`config.mk`:
```
export PLATFORM = sky130hd
export DESIGN_NAME = uart_multi_pulse_gen
export DESIGN_NICKNAME = d
export VERILOG_FILES = /design/src/rtl/uart_pkg.sv /design/src/rtl/uart_pulse_chan.sv /design/src/rtl/uart_multi_pulse_gen.sv
export SDC_FILE = /design/constraint.sdc
export NUM_CORES = 1
export LEC_CHECK = 0
export ABC_CLOCK_PERIOD_IN_PS = 2100
export CAP_MARGIN = 15
export CELL_PAD_IN_SITES_DETAIL_PLACEMENT = 2
export CELL_PAD_IN_SITES_GLOBAL_PLACEMENT = 2
export CORE_UTILIZATION = 24
export CTS_CLUSTER_SIZE = 10
export DETAILED_ROUTE_END_ITERATION = 10
export HOLD_SLACK_MARGIN = 0.02
export PLACE_DENSITY = 0.78
export SYNTH_ARGS = -nofsm -noshare
export SYNTH_HDL_FRONTEND = slang
export SYNTH_HIERARCHICAL = 1
export SYNTH_SLANG_ARGS = --single-unit
```
`constraint.sdc`:
```
create_clock -name i_multi_pulse_clk -period 2.1 [get_ports i_multi_pulse_clk]
set_input_delay 0.42 -clock i_multi_pulse_clk [delete_from_list [all_inputs] [get_ports i_multi_pulse_clk]]
set_output_delay 0.42 -clock i_multi_pulse_clk [all_outputs]
set_load 0.005 [all_outputs]
```
`src/rtl/uart_pkg.sv`:
```
// Shared UART definitions: per-channel edge-mode encodings, parameter limits, edge-select helper.
// Latency: none (constants and a pure combinational function only).
// Backpressure: not applicable; nothing here holds state or handshakes.
package uart_pkg;

  // Per-channel edge mode, two bits per channel on the mode bus.
  localparam logic [1:0] MODE_OFF  = 2'b00;
  localparam logic [1:0] MODE_RISE = 2'b01;
  localparam logic [1:0] MODE_FALL = 2'b10;
  localparam logic [1:0] MODE_BOTH = 2'b11;

  // Legal parameter ranges for the multi-channel pulse generator.
  localparam int PULSE_W_MIN = 1;
  localparam int PULSE_W_MAX = 255;
  localparam int CH_MIN      = 1;
  localparam int CH_MAX      = 32;

  // Select which of the rise/fall terms count as a detection for a given mode.
  function automatic logic edge_hit(input logic rise, input logic fall, input logic [1:0] mode);
    logic hit;
    case (mode)
      MODE_OFF:  hit = 1'b0;
      MODE_RISE: hit = rise;
      MODE_FALL: hit = fall;
      MODE_BOTH: hit = rise | fall;
      default:   hit = 1'b0;
    endcase
    return hit;
  endfunction

endpackage

```
`src/rtl/uart_pulse_chan.sv`:
```
// One edge-to-pulse channel: optional 2-flop sync, edge detect, PULSE_W stretch, sticky event flag.
// Latency: pulse/event rise one edge after the sampled level changes (+2 edges with UART_MULTI_PULSE_SYNC_EN).
// Backpressure: none; free-running every cycle, retriggers extend the pulse without a gap.
module uart_pulse_chan
  import uart_pkg::*;
#(
  parameter int PULSE_W = 1
) (
  input  logic       clk_i,
  input  logic       rst_ni,
  input  logic       lvl_i,
  input  logic [1:0] mode_i,
  input  logic       clr_i,
  output logic       pulse_o,
  output logic       event_o
);

  // Wide enough to hold PULSE_W itself.
  localparam int CNT_W = $clog2(PULSE_W + 1);

  if (PULSE_W < PULSE_W_MIN || PULSE_W > PULSE_W_MAX) begin : g_bad_pulse_w
    $error("uart_pulse_chan: PULSE_W out of range");
  end

  logic             s;
  logic             prev_q;
  logic [CNT_W-1:0] cnt_q, cnt_d;
  logic             pulse_q, pulse_d;
  logic             event_q, event_d;
  logic             rise, fall, det;

`ifdef UART_MULTI_PULSE_SYNC_EN
  logic sync1_q, sync2_q;

  // Two-flop synchronizer for a level that may come from another clock domain.
  always_ff @(posedge clk_i) begin
    if (!rst_ni) begin
      sync1_q <= 1'b0;
      sync2_q <= 1'b0;
    end else begin
      sync1_q <= lvl_i;
      sync2_q <= sync1_q;
    end
  end

  assign s = sync2_q;
`else
  // Level is already synchronous to clk_i; use it directly.
  assign s = lvl_i;
`endif

  // Edge detect against the previous sample and compute next counter, pulse and flag values.
  always_comb begin
    rise    = s & ~prev_q;
    fall    = ~s & prev_q;
    det     = edge_hit(rise, fall, mode_i);
    cnt_d   = cnt_q;
    pulse_d = 1'b0;
    event_d = event_q;

    // A fresh detection reloads the stretch counter, otherwise it runs down to zero.
    if (det) begin
      cnt_d = CNT_W'(PULSE_W);
    end else if (cnt_q != '0) begin
      cnt_d = cnt_q - CNT_W'(1);
    end

    // cnt==1 is the last high cycle, so the flop drops once the count would reach it.
    pulse_d = det | (cnt_q > CNT_W'(1));

    // Set has priority over clear so a coincident event is never lost.
    if (det) begin
      event_d = 1'b1;
    end else if (clr_i) begin
      event_d = 1'b0;
    end
  end

  // Channel state; prev tracks the sampled level every cycle regardless of mode.
  always_ff @(posedge clk_i) begin
    if (!rst_ni) begin
      prev_q  <= 1'b0;
      cnt_q   <= '0;
      pulse_q <= 1'b0;
      event_q <= 1'b0;
    end else begin
      prev_q  <= s;
      cnt_q   <= cnt_d;
      pulse_q <= pulse_d;
      event_q <= event_d;
    end
  end

  assign pulse_o = pulse_q;
  assign event_o = event_q;

endmodule

```
`src/rtl/uart_multi_pulse_gen.sv`:
```
// CH-channel edge-to-pulse converter with stretched pulses, sticky event flags and an any-event OR.
// Latency: 1 edge from level change to pulse/event (3 with UART_MULTI_PULSE_SYNC_EN); any adds none.
// Backpressure: none; channels are independent and never stall, no arbitration between them.
module uart_multi_pulse_gen
  import uart_pkg::*;
#(
  parameter int CH      = 4,
  parameter int PULSE_W = 1
) (
  input  logic            i_multi_pulse_clk,
  input  logic            i_multi_pulse_rst_n,
  input  logic [CH-1:0]   i_multi_pulse_lvl_sig,
  input  logic [2*CH-1:0] i_multi_pulse_mode,
  input  logic [CH-1:0]   i_multi_pulse_clr,
  output logic [CH-1:0]   o_multi_pulse_pulse_sig,
  output logic [CH-1:0]   o_multi_pulse_event,
  output logic            o_multi_pulse_any
);

  if (CH < CH_MIN || CH > CH_MAX) begin : g_bad_ch
    $error("uart_multi_pulse_gen: CH out of range");
  end

  for (genvar c = 0; c < CH; c++) begin : g_chan
    uart_pulse_chan #(
      .PULSE_W (PULSE_W)
    ) u_chan (
      .clk_i   (i_multi_pulse_clk),
      .rst_ni  (i_multi_pulse_rst_n),
      .lvl_i   (i_multi_pulse_lvl_sig[c]),
      .mode_i  (i_multi_pulse_mode[2*c +: 2]),
      .clr_i   (i_multi_pulse_clr[c]),
      .pulse_o (o_multi_pulse_pulse_sig[c]),
      .event_o (o_multi_pulse_event[c])
    );
  end

  // Flags are already registered, so the summary is a plain OR with no added delay.
  assign o_multi_pulse_any = |o_multi_pulse_event;

endmodule
```
== Word level (Yosys, flattened, before mapping) ==
Cells that the tools add are included.
Word-level totals
  latch bits: 0
  input port bits: 18
  word-level logic and storage cells: 89
  memories kept: 0
  bits in registers: 16
  RAM bits: 0
  memory bits (read-only): 0
Operators by class
  add/subtract/negate cells: 4
  equal/unequal tests: 12
  reductions and logical operators: 9
  $mul: 0
  order comparisons: 4
  div/mod/pow operators: 0
  multiplexer cells: 20
  shift-type cells: 0
  bitwise gates (word level): 24
Operators with widths (count)
  2-bit == test (second input constant): 8
  1-bit two-way mux: 16
  1-bit case mux with 4 select lines: 4
  1-bit bitwise AND: 8
  2-bit by 1-bit == test with 1-bit output (second input constant): 4
  2-bit logical NOT: 4
  1-bit inverter: 8
  1-bit bitwise OR: 8
  2-bit nonzero test: 4
  1-bit greater-than comparator (second input constant): 4
  4-bit OR reduction: 1
  1-bit subtractor (second input constant): 4

== Longest topological paths before layout ==
  depth in word-level cells: 5
  gate-level depth with buffers: 5
  gate-level depth less buffers: 5

== Hierarchy ==
The synthesis kept the hierarchy.
By module, submodules not included
  uart_pulse_chan: cells an instance 15, times used 4, area each 148.9 µm²
  uart_multi_pulse_gen: cells an instance 1, times used 1, area each 7.5 µm²

== Worst setup path after synthesis ==
Ideal clock, no wire load.
  path type: register -> output
  start: register g_chan[1].u_chan.event_q
  end: output port o_multi_pulse_any
  stages on the path, launching flop included: 2
  arrival time: 0.834 ns
  path buffers: 0
  slack: 0.846 ns
  cell sequence: dfxtp_1 -> or4_1
On the way
  word-level cells in the longest chain between the ends: 1
Ends and longest elaborated chain
  start, declared: line uart_pulse_chan.sv:29  | logic event_q, event_d;
  start signal, assigned: line uart_pulse_chan.sv:90  | event_q <= event_d;
  4-bit OR reduction: line uart_multi_pulse_gen.sv:39  | assign o_multi_pulse_any = |o_multi_pulse_event;
  end, declared: line uart_multi_pulse_gen.sv:17  | output logic o_multi_pulse_any
No other way between the ends.

== Worst setup path after layout ==
Same ends and word-level chain as after synthesis.

==> results.sh <==
export IMPL_status="finished clean"
export IMPL_synthesis_nets=87
export IMPL_critPathLaunch="g_chan[1].u_chan/event_o$_SDFFE_PN0P_"
export IMPL_synth_seq_area_share=0.398
export IMPL_p_leak_nw=0.423
export IMPL_dr_pass1_iters=1
export IMPL_p_per_area_nw_per_um2=581
export IMPL_die_height_um=52.1
export IMPL_p_switching_mw=0.128
export IMPL_worstHoldPathType="register to register"
export IMPL_yosys_register_bits=12
export IMPL_grt_max_degree=17
export IMPL_hp_start="g_chan[1].u_chan/event_o$_SDFFE_PN0P_"
export IMPL_grt_pass1_wl_mm=2.78
export IMPL_use_met1=0.158
export IMPL_syn_to_final_growth_pct=56.2
export IMPL_setup_viol=0
export IMPL_ir_drop_mv=0.255
export IMPL_period_share=0.951
export IMPL_synth_area_um2=603
export IMPL_vias=544
export IMPL_finalNetCount=119
export IMPL_swShare=0.233
export IMPL_synth_top_area_share=0.398
export IMPL_post_cts_resized=0
export IMPL_fin_util=0.410
export IMPL_grt_remaining_overflow=0
export IMPL_insertion_delay_ns=0.27
export IMPL_grt_pass1_vias=630
export IMPL_drc=0
export IMPL_placed_cell_area_um2=906
export IMPL_cp_start_kind="register"
export IMPL_busiest_layer="met2"
export IMPL_cts_tree="done"
export IMPL_grtUsageTotal=0.143
export IMPL_ys_warn_count=6
export IMPL_cts_sinks=12
export IMPL_cts_made_buffers=3
export IMPL_ctsLongestPathBuffers=2
export IMPL_dieArea_um2=2720
export IMPL_antenna_cells=0
export IMPL_reg2reg_to="g_chan[0].u_chan/event_o$_SDFFE_PN0P_"
export IMPL_wl_mm=1.68
export IMPL_ys_types=11
export IMPL_comb_power_share=0.208
export IMPL_grt_util_met2=0.261
export IMPL_synth_commonest_cells="dfxtp_1, ha_1, inv_1, nor2b_1"
export IMPL_initial_core_util=0.263
export IMPL_slew_violations=0
export IMPL_antenna_found_initial=0
export IMPL_hold_buffers=0
export IMPL_io_buffers=26
export IMPL_holdPathEnd="g_chan[1].u_chan/event_o$_SDFFE_PN0P_"
export IMPL_syn_area_per_cell_um2=9.89
export IMPL_fin_crit_ns=2.00
export IMPL_drive_gt1_frac=0.0978
export IMPL_rr_startpoint="g_chan[0].u_chan/prev_q$_SDFF_PN0_"
export IMPL_end_kind="output pin"
export IMPL_worstSetupPathType="register to output pin"
export IMPL_fin_setup_tns_ns=0
export IMPL_fmax_mhz=501
export IMPL_hold_path_cell_count=2
export IMPL_pwr_share_clk=0.337
export IMPL_io_pins=27
export IMPL_synth_area_leaders="dfxtp_1, ha_1, nor2b_1"
export IMPL_path_max_fanout=3
export IMPL_hpwl_mm=1.37
export IMPL_p_seq_frac=0.456
export IMPL_grt_setup_unrepaired="no"
export IMPL_use_met3=0.0263
export IMPL_chipWidth_um=52.1
export IMPL_viasPerCell=4.53
export IMPL_relSlewSlack=0.870
export IMPL_place_congestion=0.688
export IMPL_worst_ep_required_time_ns=1.68
export IMPL_clkSlewWorstSetupHoldPaths_ns=0.08
export IMPL_reg2reg_depth=5
export IMPL_drtIter0Drc=0
export IMPL_r2r_slack_ns=1.01
export IMPL_design_area_um2=942
export IMPL_rows=17
export IMPL_critPathArrivalTime_ns=1.58
export IMPL_ys_flop_type="dfxtp_1"
export IMPL_clock_root_buffer="clkbuf_4"
export IMPL_antenna_left=0
export IMPL_synth_most_common_cell="dfxtp_1"
export IMPL_hold_viol_final=0
export IMPL_wl_per_cell_um=14.0
export IMPL_p_int_mw=0.419
export IMPL_tightest_slew_ns=0.194
export IMPL_synth_area_leader_cell="dfxtp_1"
export IMPL_synthCells=61
export IMPL_maxCapViolCount=0
export IMPL_finalClockSkew_ns=0.00408
export IMPL_post_cts_setup_buffers=0
export IMPL_async_flop_share=0
export IMPL_htree_levels=1
export IMPL_synth_edf_count=0
export IMPL_coreArea_um2=2300
metal layers:
| metal | vias to the layer above | wire (um) |
|---|---|---|
| li1 | 267 | - |
| met1 | 255 | 716 |
| met2 | 20 | 846 |
| met3 | 2 | 102 |
| met4 | 0 | 17 |
| met5 | - | 0 |
worst max-delay path, cell delays in order, from the launching register on:
cell,delay (ns)
dfxtp_1,0.33
or4_1,0.52
clkdlybuf4s50_1,0.46
power by group through the flow:
stage | clock (mW) | sequential [mW] | combinational (mW)
CTS | 0.194 | 0.250 | 0.116
finish | 0.184 | 0.249 | 0.114
detailed placement | 0 | 0.255 | 0.115
floorplan | 0 | 0.254 | 0.0342
global route | 0.208 | 0.252 | 0.125
global placement | 0 | 0.254 | 0.110
worst max-delay path by stage:
stage,to,cells after the start
final,o_multi_pulse_any,2
after detailed placement,g_chan[0].u_chan/event_o$_SDFFE_PN0P_,6
after global placement,g_chan[2].u_chan/event_o$_SDFFE_PN0P_,6
after CTS,o_multi_pulse_any,2
after floorplan,o_multi_pulse_any,1
after global routing,o_multi_pulse_any,2
cell usage in the layout (no fill, tap or decap):
master            n
and2_1            4
buf_4             1
clkbuf_4          3
clkbuf_8          1
clkdlybuf4s50_1  26
dfxtp_1          12
ha_1              8
inv_1             8
nand2_1           4
nand3_1           4
nand3b_1          4
nand4b_1          4
nor2b_1           8
o211ai_2          4
or4_1             1
logic make-up after synthesis:
| logic type | after synthesis | share of synthesized area |
|---|---|---|
| simple gates | 29 | 0.303 |
| flops | 12 | 0.398 |
| buf+inv | 8 | 0.0498 |
| fa+ha+maj | 8 | 0.166 |
| compound gates | 4 | 0.0830 |
stage by stage:
step | setup WS (ns) | hold WS (ns) | cells | total power, mW
floorplan | 0.846 | 0.488 | 61 | 0.289
global placement | 0.416 | 0.505 | 116 | 0.364
detailed placement | 0.363 | 0.511 | 116 | 0.370
CTS | 0.0729 | 0.526 | 120 | 0.561
global route | 0.0372 | 0.568 | 120 | 0.584
finish | 0.102 | 0.524 | 120 | 0.547
layout make-up:
cell class	instances	area (um2)
Fill cell	252	1360
Multi-Input combinational cell	41	333
Timing Repair Buffer	27	268
Sequential cell	12	240
Clock buffer	4	36.3
Tap cell	28	35.0
Inverter	8	30.0
registers in the layout, summed over array words and instances, names as in the netlist:
signal and count:
g_chan.u_chan/event_o 4, g_chan.u_chan/prev_q 4, g_chan.u_chan/cnt_q 4
Power figures use the tool's default switching activity.
